<file path="config.mk">
export PLATFORM = sky130hd
export DESIGN_NAME = hbridge_driver
export DESIGN_NICKNAME = d
export VERILOG_FILES = /design/src/rtl/hbridge_driver.sv
export SDC_FILE = /design/constraint.sdc
export NUM_CORES = 1
export LEC_CHECK = 0
export ABC_CLOCK_PERIOD_IN_PS = 2150
export BUFFER_PORTS_ARGS = -buffer_cell sky130_fd_sc_hd__buf_4
export CORE_MARGIN = 8
export CORE_UTILIZATION = 29
export CTS_CLUSTER_DIAMETER = 60
export CTS_CLUSTER_SIZE = 28
export DETAILED_ROUTE_END_ITERATION = 10
export RECOVER_POWER = 100
export SLEW_MARGIN = 0
export SYNTH_ARGS = -nofsm -noshare
export SYNTH_HDL_FRONTEND = slang
export SYNTH_SLANG_ARGS = --single-unit
export TNS_END_PERCENT = 5
</file>
<file path="constraint.sdc">
create_clock -name clk -period 2.15 [get_ports clk]
set_input_delay 0.215 -clock clk [delete_from_list [all_inputs] [get_ports clk]]
set_output_delay 0.215 -clock clk [all_outputs]
set_load 0.01 [all_outputs]
</file>
<file path="src/rtl/hbridge_driver.sv">
// rtl/hbridge_driver.sv - H-bridge gate driver with dead-time insertion between conduction modes
module hbridge_driver #(
    parameter int DEAD_CYCLES = 4
) (
    input  logic clk,
    input  logic reset,
    input  logic en,
    input  logic waveOut,
    input  logic sign,
    output logic A,
    output logic B,
    output logic C,
    output logic D,
    output logic deadActive
);

    typedef enum logic [2:0] {
        ST_OFF,
        ST_FREE,
        ST_POS,
        ST_NEG,
        ST_DEAD
    } state_t;

    localparam logic [7:0] DEAD_LOAD = 8'(DEAD_CYCLES - 1);

    state_t     state;
    state_t     state_next;
    state_t     req;
    logic [7:0] cnt;
    logic [7:0] cnt_next;
    logic [4:0] pat_next;

    always_comb begin
        req = ST_OFF;
        if (!en)          req = ST_OFF;
        else if (!waveOut) req = ST_FREE;
        else if (sign)    req = ST_NEG;
        else              req = ST_POS;
    end

    // Disabling is always safe, so it bypasses dead time; every other change is gated by DEAD.
    always_comb begin
        state_next = state;
        cnt_next   = cnt;
        if (!en) begin
            state_next = ST_OFF;
            cnt_next   = 8'd0;
        end else if (state == ST_DEAD) begin
            if (cnt != 8'd0) cnt_next = cnt - 8'd1;
            else             state_next = req;
        end else if (req != state) begin
            state_next = ST_DEAD;
            cnt_next   = DEAD_LOAD;
        end
    end

    // Gate pattern {A,B,C,D,deadActive} decoded from the next state so the pins are pure flops.
    always_comb begin
        pat_next = 5'b00000;
        case (state_next)
            ST_FREE: pat_next = 5'b01010;
            ST_POS:  pat_next = 5'b10010;
            ST_NEG:  pat_next = 5'b01100;
            ST_DEAD: pat_next = 5'b00001;
            default: pat_next = 5'b00000;
        endcase
    end

    always_ff @(posedge clk) begin
        if (reset) begin
            state <= ST_OFF;
            cnt   <= 8'd0;
            {A, B, C, D, deadActive} <= 5'b00000;
        end else begin
            state <= state_next;
            cnt   <= cnt_next;
            {A, B, C, D, deadActive} <= pat_next;
        end
    end

endmodule

</file>
---- Word level (Yosys, flattened, before mapping) ----
Index checks and enable logic that the tools add are counted.
storage, ports and cells
  bits in registers ....................... 16
operators by class
  reduce and logical (&&, ||, !) cells .... 4
  add/sub/neg operators ................... 1
  multiplexer cells ....................... 11
  bitwise gates (word level) .............. 1
  eq/ne operators ......................... 7
operators by type and width
  kind                   count
  $mux W8                3
  $pmux W5 S4            1
  $mux W3                4
  $reduce_bool A8 Y1     1
  $sub A8 B1 Y8 const B  1
  $eq A3 B2 Y1 const B   2
  $eq A3 B3 Y1 const B   2
  $mux W2                2
  $eq A3 B1 Y1 const B   1
  $ne A3 B3 Y1           1
  $ne A2 B1 Y1 const B   1
  $reduce_and A2 Y1      1
  $reduce_bool A2 Y1     1
  $reduce_or A2 Y1       1
  $mux W1                1
  $not A1 Y1             1

---- Depth between registers and ports, before layout ----
Gate-level depths: netlist of the first run.
  depth after elaboration ................. 9
  mapped depth ............................ 7

---- Worst setup path before layout of the first run ----
No wires, ideal clock.
  kind .................................... flip-flop to flip-flop
  start ................................... register cnt[5]
  end ..................................... register cnt[6]
  stages on the path, launching flop included .. 6
  arrival ................................. 1.667 ns
  setup slack ............................. 0.416 ns
  path buffers ............................ 0
  cells stage by stage .................... dfxtp_1 -> or4_4 -> o32ai_4 -> a211oi_2 -> a21o_1 -> a21oi_2
between the ends
  word-level cells in the longest chain between the ends .. 3
RTL lines
  item                                                        RTL line  text
  start: declaration                                          30        logic [7:0] cnt;
  start signal: assignment                                    77        cnt <= cnt_next;
  $sub A8 B1 Y8 / $reduce_bool A8 Y1 (equally long branches)  50        if (cnt != 8'd0) cnt_next = cnt - 8'd1;
  $mux W8 / $ne A2 B1 Y1 (equally long branches)              n/a
  $mux W8 / $reduce_and A2 Y1 (equally long branches)         n/a
Parallel ways exist; a longest one is shown, timed or not. The select of a mux whose other input is x is not followed.
A chain may end at the register's enable or synchronous reset.

---- Worst setup path in the final report of the first run ----
Ends and elaborated chain as after synthesis.

==> results of run 1 <==
-- registers in the layout (all words and copies together), names as in the netlist --
name and count:
B 1, C 1, A 1, deadActive 1, D 1, cnt 8
state 3
-- worst max path at each step --
stage | to | slack [ns] | depth (start not counted)
floorplan | cnt[6] | 0.42 | 5
global placement | cnt[7] | 0.31 | 7
detailed placement | cnt[6] | 0.31 | 5
CTS | cnt[6] | 0.28 | 5
global route | cnt[4] | 0.07 | 7
finish | cnt[6] | 0.21 | 5
-- cell usage in the layout (no fill, tap or decap), types with 2 or more instances in the layout --
master,synthesis,routed
a21oi_2,2,2
a32oi_1,2,2
buf_4,0,4
clkbuf_1,0,5
clkbuf_4,0,3
dfxtp_1,16,16
inv_1,3,3
nand2_1,2,2
nand2b_1,5,5
nand3_1,2,2
nor2_1,9,9
nor2b_1,3,3
nor3_1,3,3
o21ai_0,2,2
xnor2_1,5,5
-- worst max-delay path: stages (launching register included) --
cell and delay [ns]:
dfxtp_1 0.34, or4_1 0.63, o32ai_4 0.43, a211oi_2 0.16
a21o_1 0.22, a21oi_2 0.10
-- per-layer routing --
layer	up-vias	part of all wire
li1	325	-
met1	292	0.49
met2	13	0.43
met3	5	0.061
met4	0	0.017
met5	-	0
-- final cells by class --
class                   count  area share
well taps                  31      0.0420
inverters                   3      0.0122
multi-input cells          62       0.507
clock buffers               4      0.0393
flip-flops and latches     16       0.347
repair buffers              9      0.0528
-- cells by family after synthesis --
family	share of synthesized area
and+or+nand+nor	0.258
adders and majority gates	0.0155
buffers and inverters	0.0140
muxes	0.0140
xor gates and xnor gates	0.0544
DFF	0.398
AOI/OAI and AO/OA	0.246
-- power by group through the flow --
stage / logic, mW / clock network, mW / registers [mW]
5_1_grt: 0.109 / 0.229 / 0.314
2_1_floorplan: 0.0735 / 0 / 0.318
3_3_place_gp: 0.0998 / 0 / 0.319
3_5_place_dp: 0.100 / 0 / 0.319
4_1_cts: 0.101 / 0.208 / 0.312
6_report: 0.0970 / 0.204 / 0.312
-- per-stage QoR --
step,worst slack (ns),std cells,instance area (um2),utilization
3_3_place_gp,0.309,121,911,0.339
4_1_cts,0.281,125,947,0.353
5_1_grt,0.0741,125,923,0.344
3_5_place_dp,0.305,121,911,0.339
2_1_floorplan,0.416,81,805,-
6_report,0.210,125,923,0.344
==> metrics, run 1 <==
final hold slack 0.108 ns; total gr overflow 0; Setup Buffers After CTS 0; First-pass DRT Iterations 4; Max VDD drop 0.449 mV; switching portion of total power 0.263; Seq/Total Area, Yosys 0.398; fillers 290; Synth area leaders dfxtp_1 (40%), xnor2_1 (5.4%), nor2_1 (4.2%); fmax 0.516 GHz; hold endpoint D; Yosys reg bits 16; Post-synth EDFFs 0; Root Buffer clkbuf_4; Final Cycle Share 0.902; largest net degree at the start of global routing 10; internal reg-to-reg setup slack 0.21 ns; Avg Vias per Cell 5.08; share of cells above drive strength 1 0.181; crit-path max FO 6; Die Wd 68.7 um; WS Path Type register to register; share of the synthesized area in the top cell type 0.398; area of the multi-input gates 468 um2; Hold Startpoint reset; DR WL/cell 12.4 um; Post-CTS Hold Buffers 0; YS warnings 0; met1 Use GR 0.0967; clock tree from TritonCTS yes; TritonCTS buffer count 3; FF/Latch Area 320 um2; final setup vio count 0; Sequential Power Share 0.509; maxcap violations 0; antenna violations before repair 0; Reg-to-Reg Start cnt[5]; DRT antenna net count 0; row count 19; Primary FF master, synth dfxtp_1; clock network power share 0.332; die area 0.00472 mm2; CP Data Arrival Time 2.17 ns; top-count cell post-synth dfxtp_1; # IOs 10; routed vias 635; synth unique cells 38; RSZ-0062 raised after global routing no; status finished clean; total design power 0.613 mW; post_cts resized 0; FFs w/ async S/R, synth 0; area delta synth->final 14.8%; hpwl dp 1190 um; Nets 101; CTS clock-pin slew for the worst setup and hold paths 0.10 ns; P_int 0.451 mW; Max clock buf depth 2; final wirelength 1550 um; Mapped Nets 87; measured slew at the worst slew-check pin 0.512 ns; met2 global-route usage 0.125; Final Hold Fails 0; hold path depth 2; die extent in y 68.7 um; H-tree depth 1; total track usage 0.0817; vias in the first global route 677; Rel. slew slack 0.650; first-pass GRT wire length 2950 um; Setup Total Neg Slack 0 ns; clk_skew 0.00197 ns; Worst EP required 2.38 ns; P_leak 0.341 nW; P_sw 0.161 mW; clk sinks 16; worst min path class input port to register; Logic pwr share 0.158; CP startpoint kind register; RD Place Congestion 0.783; Slew Viols, Final 0; core box area 0.00269 mm2; # diodes 0; layer with the highest usage met2; fin crit period 1.94 ns; most frequent cells after synthesis dfxtp_1 (16), nor2_1 (9), nand2b_1 (5), xnor2_1 (5); Post-Syn Area 805 um2; Clock Latency Late Sink 0.29 ns; CP Launch Point cnt[5]; drt drc 0; Power Density 664 mW/mm2; Setup crit end kind register; Starting Density 0.299; met3 Use GR 0.0339; PortBufs 9; Avg Inst Size Synth 9.93 um2; FF-to-FF path depth 5; largest area contributor in the netlist dfxtp_1; initial drt markers 12; R2R Path End cnt[6]; Post-Syn Instances 81
Note: power is estimated with default switching activity, not from simulation.
==> inputs of run 2 (changes only) <==
--- a/config.mk
+++ b/config.mk
@@ -5,13 +5,13 @@
 export SDC_FILE = /design/constraint.sdc
 export NUM_CORES = 1
 export LEC_CHECK = 0
-export ABC_CLOCK_PERIOD_IN_PS = 2150
 export BUFFER_PORTS_ARGS = -buffer_cell sky130_fd_sc_hd__buf_4
-export CORE_MARGIN = 8
+export CORE_MARGIN = 2
 export CORE_UTILIZATION = 29
 export CTS_CLUSTER_DIAMETER = 60
 export CTS_CLUSTER_SIZE = 28
 export DETAILED_ROUTE_END_ITERATION = 10
+export GPL_TIMING_DRIVEN = 0
 export RECOVER_POWER = 100
 export SLEW_MARGIN = 0
 export SYNTH_ARGS = -nofsm -noshare
==> run 2 against run 1 <==
Against the previous run: final cell count stayed put; setup slack worse by 0.018 ns; register-to-register slack worse by 0.02 ns; power is 2.1% lower; first-iteration DRC count is 25% higher; critical endpoint is now cnt[2]; largest cell class unchanged; largest power group unchanged.
==> metrics, run 2 (synthesized netlist as in run 1, its figures left out) <==
CTS clock-pin slew for the worst setup and hold paths 0.09 ns; internal reg-to-reg setup slack 0.19 ns; Starting Density 0.299; routed wl met3 60 um; Power Density 658 mW/mm2; maxcap violations 0; initial drt markers 15; hold path depth 2; final cell utilization of the core 0.339; CP Launch Point cnt[5]; area delta synth->final 13.2%; fin crit period 1.96 ns; DRT met1 WL 703 um; # diodes 0; clk_skew 0.00226 ns; Avg Vias per Cell 4.97; Hold Startpoint reset; Final Hold Fails 0; max reg flops 8; routed vias 621; Rel. slew slack 0.683; vias in the first global route 616; FF/Latch Area 320 um2; fmax 0.511 GHz; hold endpoint B; hpwl dp 1110 um; RD Place Congestion 0.743; H-tree depth 1; # IOs 10; WS Path Type register to register; clock tree from TritonCTS yes; Setup crit end kind register; highest routed layer met3; Slew Viols, Final 0; antenna violations before repair 0; Setup Buffers After CTS 0; largest stage delay on the critical path 0.57 ns; most flop-heavy register cnt; PortBufs 9; largest net degree at the start of global routing 10; Reg-to-Reg Start cnt[5]; post_cts resized 0; measured slew at the worst slew-check pin 0.476 ns; most frequent cells in the layout dfxtp_1 (16), nor2_1 (9), nand2b_1 (5), xnor2_1 (5), clkbuf_1 (5); Worst EP required 2.38 ns; R2R Path End cnt[2]; First-pass DRT Iterations 4; clk sinks 16; die area 0.00321 mm2; first-pass GRT wire length 2570 um; total track usage 0.0976; Post-CTS Hold Buffers 0; DR WL/cell 11.5 um; FF-to-FF path depth 5; Setup Total Neg Slack 0 ns; Clock Latency Late Sink 0.28 ns; status finished clean; fillers 287; drt drc 0; die extent in y 56.7 um; worst min path class input port to register; row count 19; Max VDD drop 0.393 mV; area of the multi-input gates 455 um2; total gr overflow 0; Max clock buf depth 2; CP Data Arrival Time 2.19 ns; Top Registers cnt (8), state (3); Nets 101; RSZ-0062 raised after global routing no; crit-path max FO 6; CP startpoint kind register; final wirelength 1440 um; most common cell after layout, fill and taps aside dfxtp_1; Final Cycle Share 0.911; Root Buffer clkbuf_4; Die Wd 56.7 um; P_leak 0.337 nW; share of cells above drive strength 1 0.181; TritonCTS buffer count 3; DRT antenna net count 0; crit-path cells or4_4 > o32ai_2 > a21oi_2 > a21boi_1 > o21ba_1; routed length on met2 678 um; CP max-delay cell or4_4; final setup vio count 0; core box area 0.00269 mm2
-- run 2: cell counts in the layout (fill, tap and decap cells not counted) --
No cell type changed its count.
-- run 2: worst max path at each step --
stage,endpoint,slack (ns),cells past startpoint
floorplan,cnt[6],0.42,5
global placement,cnt[4],0.30,7
detailed placement,cnt[7],0.29,7
CTS,cnt[4],0.28,7
global route,cnt[3],0.09,5
finish,cnt[2],0.19,5
-- run 2: worst max-delay path, delay by kind of cell, from the launching register on --
kind,cells,cell delay (ns)
AO/OA/AOI/OAI,4,1.00
flip-flops,1,0.34
AND/OR/NAND/NOR,1,0.57
-- run 2: through the flow --
stage	cells	instance area (um2)	hold slack, ns	total power [mW]	setup slack [ns]
6_report	125	911	0.120	0.600	0.192
5_1_grt	125	911	0.103	0.636	0.0925
4_1_cts	125	947	0.112	0.616	0.275
3_5_place_dp	121	911	0.421	0.419	0.288
3_3_place_gp	121	911	0.417	0.417	0.302
2_1_floorplan	81	805	0.287	0.392	0.416
-- run 2: final cells by class --
class	count	share of cell area
Tap cell	31	0.0426
Clock buffer	4	0.0398
Timing Repair Buffer	9	0.0536
Inverter	3	0.0124
Multi-Input combinational cell	62	0.500
Sequential cell	16	0.352
-- run 2: per-layer routing --
metal,vias up,track usage
met1,282,0.124
met2,14,0.168
met3,0,0.0230
met5,-,0
li1,325,-
met4,0,0.0204
-- run 2: where the power goes --
group | internal, mW | leakage (nW) | total [mW] | switching (mW)
clock | 0.103 | 0.0210 | 0.195 | 0.0916
combinational | 0.0432 | 0.186 | 0.0933 | 0.0501
sequential | 0.304 | 0.130 | 0.312 | 0.00759
